## src/rtl/shift_seq.sv

```systemverilog
// -----------------------------------------------------------------------------
// shift_seq -- iterative shift sequencer for the execute stage.
//
// Accepts one SLL/SRL/SRA request through a valid/ready handshake, performs
// the shift at most STEP bits per cycle, then holds the result until the
// consumer takes it.
//
// Optional build macro: SHIFT_SEQ_BARREL_EN
//   defined     : full XLEN-bit barrel shift on the accept edge; IDLE->DONE
//                 always, SHIFT unreachable, STEP has no effect on latency.
//   not defined : iterative STEP-bit-per-cycle operation.
//
// Parameters:
//   XLEN  operand width
//   STEP  maximum bits shifted per cycle (power of two, 1..XLEN/2)
//   SW    shift-amount width, derived as $clog2(XLEN)
//
// Ports:
//   clk         clock, rising edge
//   rst         asynchronous active-high reset
//   req_valid   request present
//   req_ready   sequencer can accept a request (IDLE and not in reset)
//   req_op      00 SLL, 01 SRL, 11 SRA, 10 pass-through (shamt treated as 0)
//   req_a       operand
//   req_shamt   shift amount
//   resp_valid  result available
//   resp_ready  consumer accepts result
//   resp_b      shift result
//   busy        sequencer not idle
// -----------------------------------------------------------------------------
module shift_seq #(
    parameter int  XLEN = 32,
    parameter int  STEP = 4,
    localparam int SW   = $clog2(XLEN)
) (
    input  logic            clk,
    input  logic            rst,
    input  logic            req_valid,
    output logic            req_ready,
    input  logic [1:0]      req_op,
    input  logic [XLEN-1:0] req_a,
    input  logic [SW-1:0]   req_shamt,
    output logic            resp_valid,
    input  logic            resp_ready,
    output logic [XLEN-1:0] resp_b,
    output logic            busy
);

    // Width of the per-cycle shift amount: holds 0..STEP.
    localparam int KW = $clog2(STEP) + 1;

    typedef enum logic [1:0] {
        ST_IDLE  = 2'b00,
        ST_SHIFT = 2'b01,
        ST_DONE  = 2'b10
    } state_t;

    state_t          state_r, state_next_s;
    logic [XLEN-1:0] work_r, work_next_s;
    logic [1:0]      op_r, op_next_s;
    logic [SW-1:0]   rem_r, rem_next_s;
    logic            valid_r, busy_r;
    logic [KW-1:0]   k_s;
    logic [XLEN-1:0] shifted_s;

`ifdef SHIFT_SEQ_BARREL_EN
    // Single-cycle reference shift used on the accept edge.
    function automatic logic [XLEN-1:0] barrel_shift(
        input logic [1:0]      op,
        input logic [XLEN-1:0] a,
        input logic [SW-1:0]   sh
    );
        logic [XLEN-1:0] res;
        case (op)
            2'b00:   res = a << sh;
            2'b01:   res = a >> sh;
            2'b11:   res = $unsigned($signed(a) >>> sh);
            default: res = a;
        endcase
        return res;
    endfunction
`endif

    assign req_ready  = (state_r == ST_IDLE) && !rst;
    assign resp_valid = valid_r;
    assign resp_b     = work_r;
    assign busy       = busy_r;

    // Per-cycle shift distance k = min(STEP, rem); rem fits in KW bits when <= STEP.
    always_comb begin
        k_s = {KW{1'b0}};
        if (rem_r > SW'(STEP)) begin
            k_s = KW'(STEP);
        end else begin
            k_s = rem_r[KW-1:0];
        end
    end

    // Narrow shifter: moves the work register by at most STEP bits.
    always_comb begin
        shifted_s = work_r;
        case (op_r)
            2'b00:   shifted_s = work_r << k_s;
            2'b01:   shifted_s = work_r >> k_s;
            2'b11:   shifted_s = $unsigned($signed(work_r) >>> k_s);
            default: shifted_s = work_r;
        endcase
    end

    // Next-state and datapath update for the IDLE/SHIFT/DONE sequencer.
    always_comb begin
        state_next_s = state_r;
        work_next_s  = work_r;
        op_next_s    = op_r;
        rem_next_s   = rem_r;
        case (state_r)
            ST_IDLE: begin
                if (req_valid) begin
                    op_next_s = req_op;
`ifdef SHIFT_SEQ_BARREL_EN
                    work_next_s  = barrel_shift(req_op, req_a, req_shamt);
                    rem_next_s   = {SW{1'b0}};
                    state_next_s = ST_DONE;
`else
                    work_next_s = req_a;
                    // Pass-through op and zero shift finish immediately.
                    if ((req_op == 2'b10) || (req_shamt == {SW{1'b0}})) begin
                        rem_next_s   = {SW{1'b0}};
                        state_next_s = ST_DONE;
                    end else begin
                        rem_next_s   = req_shamt;
                        state_next_s = ST_SHIFT;
                    end
`endif
                end else begin
                    state_next_s = ST_IDLE;
                end
            end
            ST_SHIFT: begin
                work_next_s = shifted_s;
                // k never exceeds rem, so rem cannot underflow.
                rem_next_s  = rem_r - SW'(k_s);
                if (rem_next_s == {SW{1'b0}}) begin
                    state_next_s = ST_DONE;
                end else begin
                    state_next_s = ST_SHIFT;
                end
            end
            ST_DONE: begin
                if (resp_ready) begin
                    state_next_s = ST_IDLE;
                end else begin
                    state_next_s = ST_DONE;
                end
            end
            default: begin
                state_next_s = ST_IDLE;
            end
        endcase
    end

    // State, datapath and registered-output flops.
    always_ff @(posedge clk or posedge rst) begin
        if (rst) begin
            state_r <= ST_IDLE;
            work_r  <= {XLEN{1'b0}};
            op_r    <= 2'b00;
            rem_r   <= {SW{1'b0}};
            valid_r <= 1'b0;
            busy_r  <= 1'b0;
        end else begin
            state_r <= state_next_s;
            work_r  <= work_next_s;
            op_r    <= op_next_s;
            rem_r   <= rem_next_s;
            valid_r <= (state_next_s == ST_DONE);
            busy_r  <= (state_next_s != ST_IDLE);
        end
    end

endmodule
```

## config.mk

```make
export PLATFORM = sky130hd
export DESIGN_NAME = shift_seq
export DESIGN_NICKNAME = d
export VERILOG_FILES = /design/src/rtl/shift_seq.sv
export SDC_FILE = /design/constraint.sdc
export NUM_CORES = 1
export LEC_CHECK = 0
export ABC_AREA = 1
export CORE_ASPECT_RATIO = 1.2
export CORE_UTILIZATION = 45
export DETAILED_ROUTE_END_ITERATION = 8
export PLACE_DENSITY = 0.71
export RECOVER_POWER = 100
export SETUP_SLACK_MARGIN = 0.5
export SLEW_MARGIN = 20
export SYNTH_ARGS = -nofsm -noshare
export SYNTH_HDL_FRONTEND = slang
export SYNTH_SLANG_ARGS = --single-unit
```

## constraint.sdc

```tcl
create_clock -name clk -period 1.83 [get_ports clk]
set_clock_uncertainty 0.05 [all_clocks]
set_input_delay 0.2745 -clock clk [delete_from_list [all_inputs] [get_ports clk]]
set_output_delay 0.2745 -clock clk [all_outputs]
set_load 0.02 [all_outputs]
```

==> results.md <==
- Reg-to-Reg Start: rem_r[4]$_DFFE_PP0P_
- Post-DP HPWL: roughly 14 mm
- Htree depth: 2
- Vias in the first global route: 6,139
- Clock transition at path regs: 0.07 ns
- Unrepaired setup endpoints after global routing: true
- Hold Path Depth: 2
- Delay-heaviest family, CP: simple AND/OR/NAND/NOR gates
- Die ar.: around 11,000 µm²
- Clk pwr share: ~7.8%
- P_leak: ~3.5 nW
- Sw Ratio: between 50 and 60%
- Failing checks: design-rule violations, negative setup slack
- CTS buffer count: 5
- Worst reg2reg path depth: 12
- Net Sw Power: around 8.7 mW
- Vias: between 6,000 and 7,000
- Die height: about 120 µm
- Max Fclk: approximately 530 MHz
- Register area: roughly 1100 µm²
- Area Overhead vs Synth: 42.1%
- Setup Viol. Count Final: 18
- Total GRT Usage: 33.6%
- Worst path arrival time: just over 2 ns
- Critical Path Start Type: register
- Final Hold Vio Count: 0
- Post-synthesis sequential area ratio: a little over a fifth
- I/O pin cnt: roughly 80
- # Max-Cap Violations: 0
- Final Non-Filler Cells: between 1,000 and 1,500
- Drt drc: 12
- Post-layout min period: roughly 1.9 ns
- Slew margin rel.: 21.2%
- Wire per inst: between 15 and 20 µm
- # diodes: 0
- Initial Util: around 47%
- Final nets: about 1,000
- Initial detailed-routing violation count: around 600
- Synthesized instance count: 869
- Synthesized flop and latch total: 43
- Max stage delay on crit path: 0.41 ns
- Clock buffer depth: 2
- Fin crit share: 103%
- Antenna violations before repair: 0
- Worst R2R End: resp_b[19]$_DFFE_PP0P_
- Mapped Area: between 4000 and 5000 µm²
- Routed wire length: between 15 and 20 mm
- Core footprint: between 10,000 and 15,000 µm²
- Die width: around 98 µm
- I/O Buffers: 77
- Outcome: finished, violations left
- CP bufs+invs: 2
- Worst hold path type: reg -> reg
- Internal reg-to-reg setup slack: -0.05 ns
- CP max FO: 8
- Pwr/cell area: 2240 nW/µm²
- Slew @ Worst Pin: between 1 and 1.5 ns
- Placed insts: roughly 1,100
- Leading area contributor after synthesis: nand3_1
- CTS tree: yes
- Clk root buf: clkbuf_16
- Synthesized Nets: approximately 910
- Global-route wire length before repair: 30.5 mm
- Drt pass-1 iters: 7
- Seq pwr share: a little over an eighth
- Final Util: between 60% and 70%
- Grt ovf: 0
- Hold endpoint: resp_b[27]$_DFFE_PP0P_
- Final Wtd Congestion: 0.916
- CTS sink count: between 40 and 50
- Yosys Warn Count: 0
- Core Rows: between 40 and 50
- Filler cell count: between 1,000 and 1,500
- Critical path's most frequent cell: nand2_1
- Layout cells sized above 1: about 27%
- Worst setup EP type: register
- Min-delay src: resp_b[27]$_DFFE_PP0P_
- Most frequent cells in the layout: 244 x nand2_1, 177 x nand3_1, 104 x nor2_1
- Distinct cells, synth: 35
- PnR worst setup slack: -0.0547 ns
- Post-route antenna net violation count: 0
- CP max stage cell: dfrtp_1
- Combinational share of power: 78.6%
- Most common cell after layout, fill and taps aside: nand2_1
- Critical path required time: roughly 2 ns
- Top-area cell type share of the netlist area: between 20% and 30%
- Post-DR vias/cell: 5.83
- Internal power: approximately 7 mW
- Avg Synthesized Cell Area: around 5.7 µm²
- Pin count of the biggest net entering global routing: between 50 and 60
- Clk_lat worst skew: around 0.3 ns
- Crit-path cells: nor2_4 -> nand3_4 -> buf_12 -> buf_6 -> nand2_1 -> nand3_2 -> nand3_1 -> nand2_1 -> nor2_1 -> nand2_1 -> nand2_1 -> nand2_1
- Setup CP Type: reg -> reg
- Fin. max-slew vios: 0
- Post-cts hold buffer count: 0
- Max VDD drop: 0.00169 V
- Multi-input logic area: around 3700 µm²
- Synth area leaders: nand3_1 22%, dfrtp_1 22%, nand2_1 21%
how the worst max path moves through the flow:
stage | start | endpoint | slack, ns | depth (start not counted)
floorplan | rem_r[4]$_DFFE_PP0P_ | resp_b[7]$_DFFE_PP0P_ | 0.27 | 12
global placement | rem_r[4]$_DFFE_PP0P_ | resp_b[26]$_DFFE_PP0P_ | -0.12 | 11
detailed placement | rem_r[4]$_DFFE_PP0P_ | resp_b[26]$_DFFE_PP0P_ | -0.11 | 11
CTS | rem_r[3]$_DFFE_PP0P_ | resp_b[10]$_DFFE_PP0P_ | -0.04 | 11
global route | rem_r[4]$_DFFE_PP0P_ | resp_b[24]$_DFFE_PP0P_ | -0.18 | 12
finish | rem_r[4]$_DFFE_PP0P_ | resp_b[19]$_DFFE_PP0P_ | -0.05 | 12
Yosys cell counts:
master    count
nand2_1     271
nand3_1     219
nor2_1      108
inv_1        56
nand4_1      44
dfrtp_1      43
buf_2        34
buf_6        13
a21oi_1      11
o21ai_0       9
nor2_2        7
buf_4         6
nand4_2       5
clkbuf_1      4
nor3_1        4
o211ai_1      4
o21ai_1       4
a31oi_1       3
inv_2         3
nor2_4        3
clkinv_2      2
nand3_4       2
o221ai_1      2
a31oi_2       1
and2_1        1
and3_1        1
buf_1         1
conb_1        1
ha_1          1
inv_4         1
nand2_2       1
nand2_4       1
nand3_2       1
o21bai_1      1
or2_2         1
cells by family (layout without fill, tap and decap cells):
kind of cell               after synthesis  in the layout  share of synthesized area (%)
buffers and inverters                  120            251                           12.5
and+or+nand+nor                        669            669                           61.3
DFF                                     43             43                           21.7
AOI/OAI and AO/OA                       35             35                           4.17
other                                    1              1                         0.0757
adders and majority gates                1              1                          0.253
sequential cells by signal (all words and copies together), names as in the netlist:
signal	cells
busy	1
op_r	2
rem_r	5
resp_b	32
resp_valid	1
state_r	2
area by class of cell:
type                    instances  share of cell area (%)
clock inverters                 3                   0.960
clock buffers                   5                    1.78
well taps                     129                    2.29
inverters                      62                    3.61
repair buffers                181                    23.7
multi-input cells             706                    52.1
flip-flops and latches         43                    15.6
per-stage QoR:
stage	power (mW)	setup TNS [ns]	cell area [µm²]	hold slack, ns	setup slack, ns
6_report	15.8	-0.355	7040	0.471	-0.0547
3_5_place_dp	13.2	-0.598	6310	0.446	-0.109
2_1_floorplan	9.38	0	5070	0.341	0.266
3_3_place_gp	13.1	-0.396	6310	0.444	-0.119
4_1_cts	15.2	-0.322	6920	0.352	-0.0376
5_1_grt	16.9	-4.69	7040	0.499	-0.183
metal layers:
| metal | up-vias | wire length, µm | part of all wire [%] | GRT usage (%) |
|---|---|---|---|---|
| met2 | 314 | 9670 | 50 | 61.1 |
| met5 | - | 0 | 0 | 0 |
| met1 | 3052 | 7830 | 40 | 40.1 |
| li1 | 3147 | - | - | - |
| met4 | 0 | 870 | 4.5 | 16.1 |
| met3 | 74 | 1100 | 5.7 | 3.50 |
power by group through the flow:
stage	Sequential [mW]	Clock (mW)	Combinational, mW
after floorplan	2.39	0	6.99
after global placement	2.09	0	11.0
after detailed placement	2.09	0	11.1
after CTS	2.11	1.25	11.8
after global routing	2.18	1.26	13.5
final	2.14	1.24	12.4
worst min-delay path, cell delays in order, from the launching register on:
cell	delay [ns]
dfrtp_1	0.37
nand2_1	0.06
nand2_1	0.05
repair_timing:
action	CTS	global route
endpoints found under the setup margin	76	58
pin swaps	20	8
gates cloned	1	0
setup buffers	14	12
gates resized for setup	206	50
Power figures use the tool's default switching activity.
